**src/rtl/row_window_if.sv**
```systemverilog
// ---------------------------------------------------------------------------
// row_window_if
//   Bundles the write/advance/clear controls and the registered 3-row window
//   outputs of row_window_buffer.
//
//   Parameters
//     WIDTH   cells per row
//     DEPTH   number of rows
//     ADDR_W  row address / pointer width (derived from DEPTH)
//
//   Signals (direction as seen by the buffer, i.e. the slave modport)
//     we         in   write enable for d -> row waddr
//     waddr      in   row address of the write
//     d          in   write data
//     advance    in   move pointer to the next row (toroidal)
//     clr        in   synchronous clear of all rows and the pointer
//     row_above  out  row (ptr-1) mod DEPTH
//     row_cur    out  row ptr
//     row_below  out  row (ptr+1) mod DEPTH
//     ptr        out  current row pointer
//     wrap       out  1-cycle pulse when the pointer wraps DEPTH-1 -> 0
//     werr       out  1-cycle pulse when a write is rejected (waddr >= DEPTH)
// ---------------------------------------------------------------------------
interface row_window_if #(
    parameter int WIDTH  = 11,
    parameter int DEPTH  = 8,
    parameter int ADDR_W = $clog2(DEPTH)
);
    logic              we;
    logic [ADDR_W-1:0] waddr;
    logic [WIDTH-1:0]  d;
    logic              advance;
    logic              clr;
    logic [WIDTH-1:0]  row_above;
    logic [WIDTH-1:0]  row_cur;
    logic [WIDTH-1:0]  row_below;
    logic [ADDR_W-1:0] ptr;
    logic              wrap;
    logic              werr;

    // Control side: drives writes and pointer movement, consumes the window.
    modport master (
        output we, waddr, d, advance, clr,
        input  row_above, row_cur, row_below, ptr, wrap, werr
    );

    // Buffer side.
    modport slave (
        input  we, waddr, d, advance, clr,
        output row_above, row_cur, row_below, ptr, wrap, werr
    );
endinterface

```
**src/rtl/row_window_buffer.sv**
```systemverilog
// ---------------------------------------------------------------------------
// row_window_buffer
//   Multi-row register bank holding DEPTH rows of WIDTH Conway-grid cells.
//   Presents a registered 3-row window (above / current / below) around a
//   row pointer, with toroidal wrap at the top and bottom rows.
//
//   Parameters
//     WIDTH   cells per row (bits per stored word)
//     DEPTH   number of rows, DEPTH >= 3, need not be a power of two
//     ADDR_W  row address / pointer width, derived from DEPTH
//
//   Ports
//     clk     in   rising-edge clock for all state
//     reset   in   synchronous active-high reset; zeroes rows, pointer and
//                  every output, overriding all other inputs
//     bus     row_window_if.slave
//               we/waddr/d : addressed row write
//               advance    : pointer step with wrap DEPTH-1 -> 0
//               clr        : synchronous clear of rows and pointer
//               row_above/row_cur/row_below/ptr : registered window
//               wrap/werr  : 1-cycle status pulses
//
//   Priority on a clock edge: reset > clr > {we, advance}.
//   The window registers are loaded from the *next* memory image at the
//   *next* pointer, so a write or an advance is visible on the outputs after
//   the very edge on which it happens (write-through, one-edge latency).
// ---------------------------------------------------------------------------
module row_window_buffer #(
    parameter int WIDTH  = 11,
    parameter int DEPTH  = 8,
    parameter int ADDR_W = $clog2(DEPTH)
) (
    input  logic         clk,
    input  logic         reset,
    row_window_if.slave  bus
);

    typedef logic [WIDTH-1:0] row_t;

    localparam logic [ADDR_W-1:0] ZERO_PTR = {ADDR_W{1'b0}};
    localparam logic [ADDR_W-1:0] LAST_ROW = ADDR_W'(DEPTH - 1);
    localparam row_t              ZERO_ROW = {WIDTH{1'b0}};

    // ------------------------------------------------------------------
    // Toroidal pointer arithmetic. DEPTH need not be a power of two, so
    // the wrap points are explicit rather than relying on overflow.
    // ------------------------------------------------------------------
    function automatic logic [ADDR_W-1:0] ptr_inc(input logic [ADDR_W-1:0] p);
        if (p == LAST_ROW) begin
            ptr_inc = ZERO_PTR;
        end else begin
            ptr_inc = p + ADDR_W'(1);
        end
    endfunction

    function automatic logic [ADDR_W-1:0] ptr_dec(input logic [ADDR_W-1:0] p);
        if (p == ZERO_PTR) begin
            ptr_dec = LAST_ROW;
        end else begin
            ptr_dec = p - ADDR_W'(1);
        end
    endfunction

    // Storage and pointer state
    row_t              mem_r      [DEPTH];
    logic [ADDR_W-1:0] ptr_r;

    // Registered outputs
    row_t              above_r;
    row_t              cur_r;
    row_t              below_r;
    logic              wrap_r;
    logic              werr_r;

    // Next-state image
    row_t              mem_next_s [DEPTH];
    logic [ADDR_W-1:0] ptr_next_s;
    logic              wrap_next_s;
    logic              werr_next_s;
    row_t              above_next_s;
    row_t              cur_next_s;
    row_t              below_next_s;
    logic              waddr_ok_s;

    // ------------------------------------------------------------------
    // Address range check. When DEPTH fills the address space every code
    // is a legal row; otherwise codes above the last row are rejected.
    // ------------------------------------------------------------------
    generate
        if (DEPTH == (1 << ADDR_W)) begin : g_full_range
            assign waddr_ok_s = 1'b1;
        end else begin : g_partial_range
            assign waddr_ok_s = (bus.waddr <= LAST_ROW);
        end
    endgenerate

    // Next memory image, pointer and status pulses from clr / we / advance.
    always_comb begin
        mem_next_s  = mem_r;
        ptr_next_s  = ptr_r;
        wrap_next_s = 1'b0;
        werr_next_s = 1'b0;

        if (bus.clr) begin
            // clr masks any write or advance on the same edge
            for (int i = 0; i < DEPTH; i++) begin
                mem_next_s[i] = ZERO_ROW;
            end
            ptr_next_s = ZERO_PTR;
        end else begin
            if (bus.we) begin
                if (waddr_ok_s) begin
                    mem_next_s[bus.waddr] = bus.d;
                end else begin
                    werr_next_s = 1'b1;
                end
            end else begin
                werr_next_s = 1'b0;
            end

            if (bus.advance) begin
                ptr_next_s  = ptr_inc(ptr_r);
                wrap_next_s = (ptr_r == LAST_ROW);
            end else begin
                ptr_next_s  = ptr_r;
            end
        end
    end

    // Window taken from the post-edge memory at the post-edge pointer, so a
    // row written while it enters the window is seen immediately.
    always_comb begin
        above_next_s = mem_next_s[ptr_dec(ptr_next_s)];
        cur_next_s   = mem_next_s[ptr_next_s];
        below_next_s = mem_next_s[ptr_inc(ptr_next_s)];
    end

    // State and output registers with synchronous reset.
    always_ff @(posedge clk) begin
        if (reset) begin
            for (int i = 0; i < DEPTH; i++) begin
                mem_r[i] <= ZERO_ROW;
            end
            ptr_r   <= ZERO_PTR;
            above_r <= ZERO_ROW;
            cur_r   <= ZERO_ROW;
            below_r <= ZERO_ROW;
            wrap_r  <= 1'b0;
            werr_r  <= 1'b0;
        end else begin
            mem_r   <= mem_next_s;
            ptr_r   <= ptr_next_s;
            above_r <= above_next_s;
            cur_r   <= cur_next_s;
            below_r <= below_next_s;
            wrap_r  <= wrap_next_s;
            werr_r  <= werr_next_s;
        end
    end

    assign bus.row_above = above_r;
    assign bus.row_cur   = cur_r;
    assign bus.row_below = below_r;
    assign bus.ptr       = ptr_r;
    assign bus.wrap      = wrap_r;
    assign bus.werr      = werr_r;

endmodule

```
**src/flat_wrapper.sv**
```systemverilog
// flat-port wrapper written by rule: the top's interface ports become plain ports
module row_window_buffer_flat 
#(
    parameter int WIDTH  = 11,
    parameter int DEPTH  = 8,
    parameter int ADDR_W = $clog2(DEPTH)
)
  (clk, reset, bus_we, bus_waddr, bus_d, bus_advance, bus_clr, bus_row_above, bus_row_cur, bus_row_below, bus_ptr, bus_wrap, bus_werr);
  row_window_if #(.WIDTH(WIDTH), .DEPTH(DEPTH), .ADDR_W(ADDR_W)) bus_i ();
  input  logic clk;
  input  logic reset;
  input wire logic [$bits(bus_i.we)-1:0] bus_we;
  input wire logic [$bits(bus_i.waddr)-1:0] bus_waddr;
  input wire logic [$bits(bus_i.d)-1:0] bus_d;
  input wire logic [$bits(bus_i.advance)-1:0] bus_advance;
  input wire logic [$bits(bus_i.clr)-1:0] bus_clr;
  output wire logic [$bits(bus_i.row_above)-1:0] bus_row_above;
  output wire logic [$bits(bus_i.row_cur)-1:0] bus_row_cur;
  output wire logic [$bits(bus_i.row_below)-1:0] bus_row_below;
  output wire logic [$bits(bus_i.ptr)-1:0] bus_ptr;
  output wire logic [$bits(bus_i.wrap)-1:0] bus_wrap;
  output wire logic [$bits(bus_i.werr)-1:0] bus_werr;
  assign bus_i.we = bus_we;
  assign bus_i.waddr = bus_waddr;
  assign bus_i.d = bus_d;
  assign bus_i.advance = bus_advance;
  assign bus_i.clr = bus_clr;
  assign bus_row_above = bus_i.row_above;
  assign bus_row_cur = bus_i.row_cur;
  assign bus_row_below = bus_i.row_below;
  assign bus_ptr = bus_i.ptr;
  assign bus_wrap = bus_i.wrap;
  assign bus_werr = bus_i.werr;
  row_window_buffer #(.WIDTH(WIDTH), .DEPTH(DEPTH), .ADDR_W(ADDR_W)) u_core (.clk(clk), .reset(reset), .bus(bus_i));
endmodule
```
**config.mk**
```make
export PLATFORM = sky130hd
export DESIGN_NAME = row_window_buffer_flat
export DESIGN_NICKNAME = d
export VERILOG_FILES = /design/src/rtl/row_window_if.sv /design/src/rtl/row_window_buffer.sv /design/src/flat_wrapper.sv
export SDC_FILE = /design/constraint.sdc
export NUM_CORES = 1
export LEC_CHECK = 0
export ABC_CLOCK_PERIOD_IN_PS = 4250
export CORE_MARGIN = 2
export CORE_UTILIZATION = 50
export DETAILED_ROUTE_END_ITERATION = 12
export PLACE_DENSITY = 0.79
export SYNTH_ARGS = -nofsm -noshare
export SYNTH_HDL_FRONTEND = slang
export SYNTH_SLANG_ARGS = --single-unit
```
**constraint.sdc**
```tcl
create_clock -name clk -period 4.25 [get_ports clk]
set_clock_uncertainty 0.2 [all_clocks]
set_input_delay 0.85 -clock clk [delete_from_list [all_inputs] [get_ports clk]]
set_output_delay 0.85 -clock clk [all_outputs]
set_load 0.01 [all_outputs]
```
### Word-level counts from Yosys, hierarchy flattened

Index checks and enable logic that the tools add are counted.

| storage, ports and cells | value |
|---|---|
| flip-flop bits (word level) | 125 |
| bits in latches | 0 |
| bits in writable memories | 0 |
| ROM bits | 0 |
| input bits | 19 |
| output and inout bits | 38 |
| memories | 0 |

| cells by class | value |
|---|---|
| add/subtract/negate cells | 3 |
| $mul | 0 |
| divide/modulo/power cells | 0 |
| $lt $le $gt $ge | 5 |
| equality and inequality tests | 2 |
| shift-type cells | 0 |
| multiplexer cells | 19 |
| bitwise gates (word level) | 5 |
| reductions and logical operators | 3 |

Operators with widths:

| operator | count |
|---|---|
| $mux 88 | 2 |
| $bmux 11 s3 | 3 |
| $bwmux 88 | 1 |
| $mux 11 | 7 |
| $demux 11 s3 | 1 |
| $ge 4x4->1 const B | 4 |
| $not 3->4 | 4 |
| $mux 3 | 5 |
| $add 3x1->3 const B | 2 |
| $eq 3x3->1 const B | 2 |
| $lt 4x1->1 const B | 1 |
| $logic_not 3->1 | 1 |
| $reduce_or 3->1 | 1 |
| $sub 3x1->3 const B | 1 |
| $logic_and 1x1->1 | 1 |
| $not 1->1 | 1 |

### Logic depth before layout (Yosys ltp)

| depth | value |
|---|---|
| depth after elaboration | 11 |
| depth in mapped cells | 16 |

### Worst setup path before layout

No wires, ideal clock.

| path | value |
|---|---|
| kind | input -> register |
| from | in bus_advance |
| to | reg u_core.above_r[4], in the netlist u_core.bus.row_above[4] |
| library setup time | 86 ps |
| arrival time | 3409 ps |
| slack | 555 ps |
| cell stages on the path | 14 |
| buffers on the path | 6 |
| cells stage by stage | buf_4 or3b_4 a21oi_4 inv_2 buf_2 buf_6 buf_2 ha_1 a221oi_4 buf_6 buf_6 a21oi_1 a2bb2oi_1 a221oi_2 |

| on the way | value |
|---|---|
| cells in the longest elaborated chain, start to end | 8 |

Ends and longest elaborated chain:

| element | line | source |
|---|---|---|
| start, declared | flat_wrapper.sv:15 | `input wire logic [$bits(bus_i.advance)-1:0] bus_advance;` |
| $mux 3 (*) | row_window_buffer.sv:121 | `if (bus.advance) begin` |
| $mux 3 (*) | row_window_buffer.sv:104 | `if (bus.clr) begin` |
| $sub 3x1->3 / $logic_not 3->1 (equally long branches) | row_window_buffer.sv:60, row_window_buffer.sv:57 |  |
| $mux 3 (*) | row_window_buffer.sv:57 | `if (p == ZERO_PTR) begin` |
| $not 3->4 (not written as such) (*) | row_window_buffer.sv:133 | `above_next_s = mem_next_s[ptr_dec(ptr_next_s)];` |
| $bmux 11 s3 (*) | row_window_buffer.sv:133 |  |
| $mux 11 (not written as such) (*) (2 in a row) | row_window_buffer.sv:133 |  |
| end signal, assigned | row_window_buffer.sv:153 | `above_r <= above_next_s;` |
| end, declared | row_window_buffer.sv:69 | `row_t above_r;` |

Mark *: on every way between the ends. The rest lies on a longest branch, timed or not. The select of a mux whose other input is x is not followed.
A chain may end at the register's enable or synchronous reset.

### Worst setup path in the final report

| path | value |
|---|---|
| from | in bus_advance |
| to | reg u_core.below_r[2], in the netlist u_core.bus.row_below[2] |

| on the way | value |
|---|---|
| cells in the longest elaborated chain, start to end | 8 |

Ends and longest elaborated chain:

| element | line | source |
|---|---|---|
| $mux 3 (*) | row_window_buffer.sv:121 |  |
| $mux 3 (*) | row_window_buffer.sv:104 |  |
| $add 3x1->3 / $eq 3x3->1 (equally long branches) | row_window_buffer.sv:52, row_window_buffer.sv:49 |  |
| $mux 3 (*) | row_window_buffer.sv:49 | `if (p == LAST_ROW) begin` |
| $not 3->4 (not written as such) (*) | row_window_buffer.sv:135 | `below_next_s = mem_next_s[ptr_inc(ptr_next_s)];` |
| $bmux 11 s3 (*) | row_window_buffer.sv:135 |  |
| $mux 11 (not written as such) (*) (2 in a row) | row_window_buffer.sv:135 |  |
| end signal, assigned | row_window_buffer.sv:155 | `below_r <= below_next_s;` |
| end, declared | row_window_buffer.sv:71 | `row_t below_r;` |

Marks and branches as above.

==> metrics.txt <==
max_cap viols=0; GRT Total Usage=~31%; Tot Pwr=3.03 mW; syn_nets=around 930; Slew @ Worst Pin=~0.86 ns; Clk pin slew, worst setup/hold paths=roughly 0.050 ns; initial antenna violation count=0; Rows=between 40 and 50; Skew-Pair Late Insertion Delay=roughly 0.43 ns; setup tns final=0 ns; Max FO, Critical Path=11; synthesized cell area=roughly 7300 sq um; TritonCTS buffer count=17; worst hold path depth=2; register share of total power=about two fifths; reg2reg end=u_core.bus.row_above[10]$_SDFF_PP0_; via count=about 7500; Yosys top cell area share=34.4%; drt wl/cell=roughly 22 um; die area=approximately 16000 sq um; area added between synthesis and finish=17.3%; EDFF count, synth=0; Yosys cell types=70; post-layout net count=954; R2R depth=12; fin cells=1126; vias in the first global route=6942; CTS root buf=clkbuf_16; hold path endpoint=u_core.mem_r[65]$_SDFF_PP0_; Seq/Total Area, Yosys=approximately 34%; Final min period=about 3.6 ns; Via density=~6.6; switching power share of the total=roughly a quarter; Post-Syn Area per Cell=roughly 8 sq um; Die Wd=around 120 um; Required @ worst endpoint=between 4 and 5 ns; dpl cells=approximately 1100; Peak supply drop=~0.31 mV; ANT cells=0; Setup Buffers After CTS=0; clock share of power=47.7%; CTS tree=done; CTS resizes=0; ratio of cells with drive above 1 in the final layout=about 11%; hpwl dp=around 16000 um; #FFs+latches synth=125; Starting DRT DRC Count=approximately 1100; kind of critical path=in2reg; cell taking the most area after synthesis=dfxtp_1; synth warn=0; CTS Hold Bufs=0; leakage=around 3.4 nW; RSZ-0062 raised after global routing=false; status=completed; Synth Instances=909; Min-Delay Path Class=reg2reg; GR Overflow Total=0; H-tree depth=4; first-pass GRT wire length=about 38000 um; Critical Path End Type=flip-flop; core area=14400 sq um; largest net degree at the start of global routing=between 70 and 80; die height=125 um; crit path DAT=about 3.7 ns; flop2flop setup slack=approximately 0.81 ns; Max Fclk=between 200 and 300 MHz; Final ANT Viol Nets=0; IO Count=between 50 and 60; Max transition margin=42.5%; fin crit share=between 80 and 90%; Slew Viols, Final=0; worst r2r src=u_core.bus.ptr[0]$_SDFF_PP0_; CP Launch Type=input pin; final wirelength=between 20000 and 25000 um; PwrDens=~350 nW/um^2; DRT Pass-1 Iters=7; Clock Path Buffers=2; Comb pwr share=12.8%; # clock sinks=around 130; ys async rst share=0%; fillers=approximately 1200; Synth area leaders=dfxtp_1, mux2i_1, nor2_1, nand2_1, a21oi_1; ys flop type=dfxtp_1; Starting Density=between 50% and 60%; gpl congestion=slightly below 1; DRC=0; # port buffers=55; final setup violation count=0; Worst Hold Launch=u_core.mem_r[65]$_SDFF_PP0_; Power Internal=~2.2 mW; Hold Violations, Final=0; switching power total=around 800 uW
## worst max-delay path, cell delays in order
cell and delay [ns]:
clkdlybuf4s50_1 0.47, buf_4 0.15, mux2i_1 0.34, nor2_4 0.07
ha_1 0.22, ha_1 0.48, nand2_1 0.49, a211oi_1 0.34
nor2_1 0.08, and3_1 0.22
## kinds of logic (layout without fill, tap and decap cells)
logic type / after synthesis / count (layout) / synth area share [%]
muxes: 99 / 99 / 13.8
DFF: 125 / 125 / 34.4
AOI/OAI and AO/OA: 205 / 205 / 20.6
buffers and inverters: 105 / 138 / 6.79
adders and majority gates: 6 / 6 / 1.03
and+or+nand+nor: 368 / 368 / 23.3
other: 1 / 1 / 0.0515
## area by class of cell
class,count,area (sq um),share of cell area [%]
inverter,8,30.0,0.352
tap,184,230,2.70
multi-input combinational,679,4330,50.7
clock inverter,7,85.1,0.997
sequential,125,2500,29.3
timing repair buffer,98,863,10.1
clock buffer,25,495,5.81
## through the flow
stage | utilization, % | setup slack [ns] | hold WS (ns) | area, sq um
final | 59.4 | 0.662 | 0.296 | 8530
after global routing | 59.4 | 0.585 | 0.339 | 8530
after CTS | 59.4 | 0.726 | 0.299 | 8530
after detailed placement | 55.3 | 0.279 | 0.289 | 7950
after global placement | 55.3 | 0.337 | 0.274 | 7950
after floorplan | - | 0.555 | 0.261 | 7280
## state kept, by name (all words and copies together), names as in the netlist
name / count
u_core.mem_r: 88
u_core.bus.row_cur: 11
u_core.bus.ptr: 3
u_core.bus.row_below: 11
u_core.bus.row_above: 11
u_core.bus.wrap: 1
## per-layer routing
metal  vias up  share of wire (%)  global-route usage (%)
li1       3319                  -                       -
met5         -                  0                       0
met4         0                5.6                    16.9
met2       583                 43                    45.7
met3       125                 13                    10.7
met1      3438                 39                    40.2
## Yosys cell counts, drive strengths merged (13+ instances only)
cell type and number:
clkbuf 55, nor3 41, mux2 13, o21ai 17, nor2 124, o211ai 20
mux2i 86, buf 42, a21oi 44, and3 16, nand2 120, a211oi 15
a31oi 15, dfxtp 125
## placed cells by master, fill, tap and decap left out, types with 8 or more instances in the layout
master and instances:
dfxtp_1 125, nor2_1 122, nand2_1 120, mux2i_1 86
clkdlybuf4s50_1 53, a21oi_1 43, buf_4 43, nor3_1 40
o211ai_1 20, clkbuf_16 17, and3_1 16, a31oi_1 15
a211oi_1 15, mux2_2 12, nor2b_1 12, o22ai_1 11
nand3_1 11, or3_1 10, o2111ai_1 9, o21ai_1 9
a2bb2oi_1 8, o21ai_0 8, a311oi_1 8
## worst max-delay path by stage
stage                            from                             endpoint  slack [ns]  depth (start not counted)
after floorplan           bus_advance   u_core.bus.row_above[4]$_SDFF_PP0_        0.55                         14
after global placement    bus_advance   u_core.bus.row_below[9]$_SDFF_PP0_        0.34                         11
after detailed placement  bus_advance  u_core.bus.row_above[10]$_SDFF_PP0_        0.28                         11
after CTS                 bus_advance   u_core.bus.row_below[9]$_SDFF_PP0_        0.73                         11
after global routing      bus_advance  u_core.bus.row_above[10]$_SDFF_PP0_        0.59                         11
final                     bus_advance   u_core.bus.row_below[2]$_SDFF_PP0_        0.66                         10
## power groups by stage
stage	Clock, mW	Combinational (mW)	Sequential, mW
after floorplan	0	0.245	1.22
after global placement	0	0.367	1.22
after detailed placement	0	0.372	1.22
after CTS	1.45	0.374	1.20
after global routing	1.51	0.408	1.20
final	1.44	0.389	1.20
Note: power is estimated with default switching activity, not from simulation.
